[src/rtl/bcd_run_pkg.sv]
// Shared types and constants for the single-digit BCD run/stop counter.
package bcd_run_pkg;

    typedef enum logic {
        STOP = 1'b0,
        RUN  = 1'b1
    } run_state_e;

    localparam logic [3:0] BCD_MAX = 4'd9;

    // Prescaler register width; a divide of 2 still needs one bit.
    function automatic int presc_width(input int div);
        return (div > 2) ? $clog2(div) : 1;
    endfunction

endpackage

[src/rtl/button_debounce.sv]
// Raw push-button conditioning: 2-FF synchroniser, stability counter,
// and a one-cycle pulse on an accepted press (never on release).
module button_debounce #(
    parameter int DEB_CYCLES = 500_000
) (
    input  logic CLK,
    input  logic RST,
    input  logic raw,
    output logic pulse,
    output logic level
);

    localparam int CW = (DEB_CYCLES > 1) ? $clog2(DEB_CYCLES) : 1;
    localparam logic [CW-1:0] CNT_LAST = CW'(DEB_CYCLES - 1);

    logic [1:0]    sync;
    logic [CW-1:0] cnt;

    // The flip happens on the DEB_CYCLES-th consecutive differing sample,
    // so the counter only ever needs to reach DEB_CYCLES-1.
    always_ff @(posedge CLK) begin
        if (RST) begin
            sync  <= '0;
            cnt   <= '0;
            level <= 1'b0;
            pulse <= 1'b0;
        end else begin
            sync  <= {sync[0], raw};
            pulse <= 1'b0;
            if (sync[1] == level) begin
                cnt <= '0;
            end else if (cnt == CNT_LAST) begin
                cnt   <= '0;
                level <= sync[1];
                pulse <= sync[1];
            end else begin
                cnt <= cnt + 1'b1;
            end
        end
    end

endmodule

[src/rtl/bcd_run_counter.sv]
// Run/stop decimal digit: debounced start/clear buttons, prescaler,
// 0..9 BCD register with a one-cycle carry on the 9->0 wrap.
module bcd_run_counter #(
    parameter int DIV        = 50_000_000,
    parameter int DEB_CYCLES = 500_000
) (
    input  logic       CLK,
    input  logic       RST,
    input  logic       PSW_START,
    input  logic       PSW_CLR,
    output logic [3:0] BCD,
    output logic       CARRY,
    output logic       RUN
);

    import bcd_run_pkg::*;

    localparam int PW = presc_width(DIV);
    localparam logic [PW-1:0] PRESC_LAST = PW'(DIV - 1);

    logic [1:0] btn_raw;
    logic [1:0] btn_pulse;
    logic [1:0] btn_level_unused;
    logic       start_p;
    logic       clr_p;

    assign btn_raw = {PSW_CLR, PSW_START};
    assign start_p = btn_pulse[0];
    assign clr_p   = btn_pulse[1];

    for (genvar g = 0; g < 2; g++) begin : g_btn
        button_debounce #(
            .DEB_CYCLES(DEB_CYCLES)
        ) u_deb (
            .CLK  (CLK),
            .RST  (RST),
            .raw  (btn_raw[g]),
            .pulse(btn_pulse[g]),
            .level(btn_level_unused[g])
        );
    end

    run_state_e    state, state_nxt;
    logic [PW-1:0] presc, presc_nxt;
    logic [3:0]    bcd_nxt;
    logic          carry_nxt;

    always_ff @(posedge CLK) begin
        if (RST) begin
            state <= bcd_run_pkg::STOP;
            presc <= '0;
            BCD   <= '0;
            CARRY <= 1'b0;
            RUN   <= 1'b0;
        end else begin
            state <= state_nxt;
            presc <= presc_nxt;
            BCD   <= bcd_nxt;
            CARRY <= carry_nxt;
            RUN   <= (state_nxt == bcd_run_pkg::RUN);
        end
    end

    // Counting follows the current state, so the edge that stops a run
    // still advances the prescaler; clear overrides everything.
    always_comb begin
        state_nxt = state;
        presc_nxt = presc;
        bcd_nxt   = BCD;
        carry_nxt = 1'b0;
        if (clr_p) begin
            state_nxt = bcd_run_pkg::STOP;
            presc_nxt = '0;
            bcd_nxt   = '0;
        end else begin
            if (start_p)
                state_nxt = (state == bcd_run_pkg::RUN) ? bcd_run_pkg::STOP
                                                        : bcd_run_pkg::RUN;
            if (state == bcd_run_pkg::RUN) begin
                if (presc == PRESC_LAST) begin
                    presc_nxt = '0;
                    if (BCD >= BCD_MAX) begin
                        bcd_nxt   = '0;
                        carry_nxt = 1'b1;
                    end else begin
                        bcd_nxt = BCD + 4'd1;
                    end
                end else begin
                    presc_nxt = presc + 1'b1;
                end
            end
        end
    end

endmodule
[config.mk]
export PLATFORM = sky130hd
export DESIGN_NAME = bcd_run_counter
export DESIGN_NICKNAME = d
export VERILOG_FILES = /design/src/rtl/bcd_run_pkg.sv /design/src/rtl/button_debounce.sv /design/src/rtl/bcd_run_counter.sv
export SDC_FILE = /design/constraint.sdc
export NUM_CORES = 1
export LEC_CHECK = 0
export ABC_AREA = 1
export CORE_MARGIN = 2
export CORE_UTILIZATION = 55
export DETAILED_ROUTE_END_ITERATION = 10
export GPL_ROUTABILITY_DRIVEN = 1
export PLACE_DENSITY = 0.82
export SLEW_MARGIN = 0
export SYNTH_ARGS = -nofsm -noshare
export SYNTH_HDL_FRONTEND = slang
export SYNTH_SLANG_ARGS = --single-unit
export TNS_END_PERCENT = 30
[constraint.sdc]
create_clock -name CLK -period 1.4 [get_ports CLK]
set_input_delay 0.21 -clock CLK [delete_from_list [all_inputs] [get_ports CLK]]
set_output_delay 0.21 -clock CLK [all_outputs]
set_load 0.01 [all_outputs]
==> flow_metrics.py, run 1 <==
metrics = {
    "critical_path": {
        "worst_path_largest_cell_delay_ns": 0.37,
        "cp_cell_sequence": "ha_4, nand2_4, nor2_4, nand2_4, nor2_4, buf_6, nand4_1, nand2_2, nor2_2",
        "cp_slowest_cell": "dfxtp_4",
        "crit_type": "reg2reg",
        "cpLargestDelayFamily": "simple AND/OR/NAND/NOR gates",
        "critPathArrivalTime_ns": 1.72,
        "path_max_fanout": 5,
        "end_kind": "flip-flop",
        "cp.required_ns": 1.66,
        "critPathBufInv": 1,
        "startpoint_type": "flip-flop",
    },
    "power_and_ir_drop": {
        "power_density_nw_per_um2": 835.4,
        "p_leak_nw": 1.782,
        "power_mw": 4.070,
        "ir_drop_mv": 0.8365,
    },
    "grt": {
        "grt_pass1_wl_um": 13530,
        "grt_max_degree": 20,
        "grt_overflow_total": 0,
        "grt_pass1_vias": 3253,
        "antenna_found_initial": 0,
        "grt_use_total_pct": 21.89,
    },
    "timing": {
        "drv_slew": 0,
        "rsz0062_at_grt": "yes",
        "tightest_slew_ns": 0.4527,
        "setup-violations-final": 3,
        "fin_ws_ns": -0.05806,
        "hold_ws_ns": 0.3632,
        "hold_viol_final": 0,
        "max_slew_margin_pct": 69.72,
        "finalCriticalPeriod_ns": 1.458,
        "fin_crit_sh_pct": 104.1,
        "skew_ns": 0.005645,
        "max_freq_mhz": 685.8,
    },
    "place": {
        "dp_slack_ns": -0.09442,
        "dp_hpwl_um": 5874,
        "port_buffers": 9,
        "postPlaceCellArea_um2": 4294,
        "place_congestion": 0.8646,
    },
    "clocking": {
        "clock_sinks": 78,
        "cts_tree": "done",
        "clockRootBuffer": "clkbuf_8",
        "cts_buffer_depth": 2,
        "cts-htree-levels": 3,
        "cts-buffers-inserted": 9,
        "clkTransAtPathRegs_ns": 0.09,
        "clk_latency_ns": 0.35,
    },
    "floorplanning": {
        "rows": 30,
        "initial_core_util_pct": 57.12,
        "pin_count": 10,
        "die_h_um": 88.24,
        "die_w_um": 88.24,
        "die_area_um2": 7785,
        "core_area_um2": 6832,
    },
    "run_status": {
        "status": "finished with violations",
        "violations": "setup timing",
    },
    "route": {
        "vias_per_cell": 5.209,
        "wl_per_cell_um": 12.93,
        "via_count": 3620,
        "dr.pass1.iters": 5,
        "drtIter0Drc": 188,
        "postRouteAntennaNets": 0,
        "wirelength_um": 8984,
        "drc": 0,
    },
    "layout": {
        "antenna_cells": 0,
        "drive_gt1_share_pct": 25.54,
        "mostFrequentLayoutCell": "nand2_1",
        "stdcell_area_um2": 4872,
        "area_delta_synth_final_pct": 24.85,
        "mostFrequentLayoutCells": "nand2_1 (98), nor2_1 (96), inv_1 (56)",
        "finalNetCount": 605,
    },
    "logic_synthesis": {
        "yosys.area.top_type_share_pct": 40.01,
        "synth_cell_type_count": 32,
        "synth_seq_cells": 78,
        "synth-seq-area-share_pct": 40.01,
        "synth.avg_cell_area_um2": 7.187,
        "synth.area.top_cells": "dfxtp_1 (40%), nor2_1 (11%), nand2_1 (10%)",
        "synthCells": 543,
        "syn_nets": 554,
        "synth_largest_area_cell": "dfxtp_1",
        "netlist_area_um2": 3902,
        "ys_warn_count": 0,
    },
    "job": {
        "max-cap-violations": 0,
    },
    "hold_path": {
        "hp-class": "in2reg",
    },
}
## logic make-up after synthesis
kind of cell               synth area share, %
DFF                                      40.01
buffers and inverters                    7.246
adders and majority gates                2.244
xor gates and xnor gates                 7.406
and+or+nand+nor                          38.67
AOI/OAI and AO/OA                        4.424
## report_power, final
| part | internal (mW) | switching (mW) | leakage (nW) |
|---|---|---|---|
| Combinational | 0.0439 | 0.0522 | 1.05 |
| Clock | 0.842 | 0.911 | 0.0929 |
| Sequential | 2.22 | 0.00443 | 0.642 |
| Total | 3.10 | 0.968 | 1.78 |
## stage by stage
step           std cells   TNS, ns  utilization [%]
2_1_floorplan        543         0                -
3_3_place_gp         670   -0.6212            62.86
3_5_place_dp         670    -3.474            62.86
4_1_cts              688   -0.2156            66.56
5_1_grt              695    -2.202            71.32
6_report             695  -0.06691            71.32
## worst register-to-register path, delay by kind of cell (launching register included)
family,cells,cell delay [ns]
and+or+nand+nor,7,0.72
DFF,1,0.37
adders and majority gates,1,0.15
buffers and inverters,1,0.13
## repair_timing
action | CTS | global route
setup endpoints to repair | 43 | 57
resized for setup | 20 | 71
buffers inserted | 1 | 5
endpoints found under the hold margin | 0 | 0
pin swaps | 3 | 13
gates cloned | 1 | 2
hold buffers | 0 | 0
## cell usage after synthesis (all sizes together)
| cell type | n |
|---|---|
| dfxtp | 78 |
| nor3 | 15 |
| o21bai | 4 |
| a21oi | 17 |
| or2 | 3 |
| nor3b | 1 |
| o22ai | 1 |
| ha | 7 |
| buf | 6 |
| nor2 | 128 |
| xor2 | 26 |
| nand3b | 2 |
| nand3 | 51 |
| nand2 | 114 |
| inv | 61 |
| nand4 | 14 |
| xnor2 | 7 |
| o21ai | 8 |
## flip-flops by register name, indices dropped and copies added (netlist names)
register and flops:
g_btn.u_deb.level 2, presc 26, state 1, g_btn.u_deb.cnt 38, g_btn.u_deb.pulse 2, g_btn.u_deb.sync 4
CARRY 1, BCD 4
## area by class of cell
class	count	area, um^2
multi-input combinational	399	2301
clock buffer	9	123.9
sequential	78	1598
clock inverter	7	78.83
inverter	61	229.0
tap	96	120.1
timing repair buffer	45	421.7
fill	486	1959
## final timing paths
kind | from | endpoint | depth (start not counted) | slack [ns]
worst max-delay path | g_btn[0].u_deb.cnt[1] | g_btn[0].u_deb.cnt[16] | 9 | -0.06
worst min-delay path | PSW_START | g_btn[0].u_deb.sync[0] | 3 | 0.36
worst max register to register | g_btn[0].u_deb.cnt[1] | g_btn[0].u_deb.cnt[16] | 9 | -0.06
worst min register to register | g_btn[1].u_deb.sync[0] | g_btn[1].u_deb.sync[1] | 2 | 0.41
## routing by layer
metal / wire length (um) / up-vias / GRT usage (%)
li1: - / 1828 / -
met1: 3761 / 1669 / 26.61
met2: 4612 / 101 / 39.03
met3: 426 / 22 / 3.825
met4: 184 / 0 / 7.576
met5: 0 / - / 0
Note: power is estimated with default switching activity, not from simulation.
==> run 2: changes to the inputs <==
--- a/config.mk
+++ b/config.mk
@@ -11,6 +11,7 @@
 export DETAILED_ROUTE_END_ITERATION = 10
 export GPL_ROUTABILITY_DRIVEN = 1
 export PLACE_DENSITY = 0.82
+export REMOVE_ABC_BUFFERS = 1
 export SLEW_MARGIN = 0
 export SYNTH_ARGS = -nofsm -noshare
 export SYNTH_HDL_FRONTEND = slang
==> flow_metrics.py, run 2 (synthesis gave the netlist of run 1 again) <==
metrics = {
    "critical_path": {
        "cp.required_ns": 1.70,
        "startpoint_type": "flip-flop",
        "critPathArrivalTime_ns": 1.66,
        "end_kind": "flip-flop",
        "path_max_fanout": 5,
        "crit_type": "reg2reg",
    },
    "layout": {
        "fillers": 537,
        "drive_gt1_share_pct": 25.63,
        "largest_reg_flops": 38,
        "area_delta_synth_final_pct": 22.44,
        "finalNetCount": 600,
        "stdcell_area_um2": 4778,
        "mostFrequentLayoutCell": "nor2_1",
        "antenna_cells": 0,
        "biggestRegsByFlops": "g_btn.u_deb.cnt (38), presc (26)",
        "mostFrequentLayoutCells": "nor2_1 (98), nand2_1 (97), inv_1 (54)",
        "top_register": "g_btn.u_deb.cnt",
    },
    "floorplanning": {
        "rows": 30,
        "core_area_um2": 6832,
        "die_area_um2": 7785,
        "pin_count": 10,
        "initial_core_util_pct": 57.12,
        "die_h_um": 88.24,
        "die_w_um": 88.24,
    },
    "grt": {
        "grt_pass1_vias": 3378,
        "grt_use_total_pct": 22.35,
        "grt_max_degree": 20,
        "antenna_found_initial": 0,
        "grt_overflow_total": 0,
        "grt_pass1_wl_um": 13940,
    },
    "route": {
        "drc": 0,
        "via_count": 3521,
        "vias_per_cell": 5.110,
        "drtIter0Drc": 184,
        "wirelength_um": 8440,
        "postRouteAntennaNets": 0,
        "wl_per_cell_um": 12.25,
        "dr.pass1.iters": 4,
    },
    "clocking": {
        "cts_buffer_depth": 2,
        "cts_tree": "done",
        "clk_latency_ns": 0.35,
        "hold_buffers": 0,
        "cts-buffers-inserted": 9,
        "clockRootBuffer": "clkbuf_8",
        "clkTransAtPathRegs_ns": 0.08,
        "cts-htree-levels": 3,
        "clock_sinks": 78,
    },
    "timing": {
        "tightest_slew_ns": 0.4646,
        "max_freq_mhz": 733.9,
        "max_slew_margin_pct": 68.92,
        "setup-violations-final": 0,
        "drv_slew": 0,
        "hold_ws_ns": 0.3763,
        "fin_crit_sh_pct": 97.32,
        "rsz0062_at_grt": "yes",
        "hold_viol_final": 0,
        "finalCriticalPeriod_ns": 1.363,
        "skew_ns": 0.006625,
    },
    "power_and_ir_drop": {
        "power_density_nw_per_um2": 859.5,
        "p_leak_nw": 1.765,
        "ir_drop_mv": 0.6245,
    },
    "job": {
        "max-cap-violations": 0,
    },
    "place": {
        "dp_hpwl_um": 5640,
        "port_buffers": 9,
        "postPlaceCellArea_um2": 4299,
        "place_congestion": 0.8733,
    },
    "run_status": {
        "status": "finished, final reports clean",
    },
    "hold_path": {
        "hp-class": "in2reg",
    },
}
[run 2: cell count changes in the layout (fill, tap and decap cells not counted), moves of 3 or more]
cell	before	now
clkinv_2	0	3
clkinvlp_4	3	0
dfxtp_1	55	51
inv_6	3	0
[run 2: final cells by class]
cell class,count,area (um^2),share of cell area [%]
inverters,61,229.0,4.792
well taps,96,120.1,2.514
multi-input cells,399,2266,47.42
repair buffers,40,352.8,7.384
flip-flops and latches,78,1608,33.65
clock buffers,10,127.6,2.671
clock inverters,5,75.07,1.571
[run 2: worst paths after layout]
kind / from / depth (start not counted) / end / slack, ns
min reg2reg: g_btn[1].u_deb.sync[0] / 2 / g_btn[1].u_deb.sync[1] / 0.41
max: g_btn[0].u_deb.cnt[1] / 9 / g_btn[0].u_deb.cnt[16] / 0.04
max reg2reg: g_btn[0].u_deb.cnt[1] / 9 / g_btn[0].u_deb.cnt[16] / 0.04
min: PSW_START / 3 / g_btn[0].u_deb.sync[0] / 0.38
[run 2: what timing repair did]
item	in CTS	in global routing
pin swaps	2	17
cloned	1	0
endpoints found under the setup margin	49	66
resized for setup	16	74
buffers inserted	0	4
[run 2: layer usage]
metal | wire length (um) | GRT usage (%) | part of all wire [%] | up-vias
li1 | - | - | - | 1811
met2 | 4304 | 39.71 | 51 | 55
met1 | 3719 | 26.21 | 44 | 1635
met5 | 0 | 0 | 0 | -
met4 | 180 | 11.29 | 2.1 | 0
met3 | 235 | 3.172 | 2.8 | 20
[run 2: worst max-delay path: stages, from the launching register on]
cell and delay (ns):
dfxtp_4 0.37, ha_4 0.14, nand2_2 0.06, nor2_4 0.14
nand2_4 0.08, nor2_4 0.17, nand2_4 0.09, o21bai_4 0.12
nand2_2 0.06, nor2_2 0.07
[run 2: through the flow]
stage / power, mW / instances / util, % / setup TNS (ns) / worst slack (ns)
floorplan: 2.318 / 537 / - / -0.4018 / -0.1225
global placement: 2.360 / 669 / 62.93 / -1.072 / -0.05792
detailed placement: 2.362 / 669 / 62.93 / -2.772 / -0.1057
CTS: 4.118 / 685 / 66.36 / -0.05338 / -0.01747
global route: 4.207 / 689 / 69.95 / -0.5582 / -0.04450
finish: 4.107 / 689 / 69.95 / 0 / 0.03749
[run 2: where the power goes]
group | internal (mW) | switching [mW] | leakage [nW]
logic | 0.0392 | 0.0497 | 1.02
registers | 2.21 | 0.00408 | 0.644
clock network | 0.986 | 0.815 | 0.106
total | 3.24 | 0.868 | 1.77
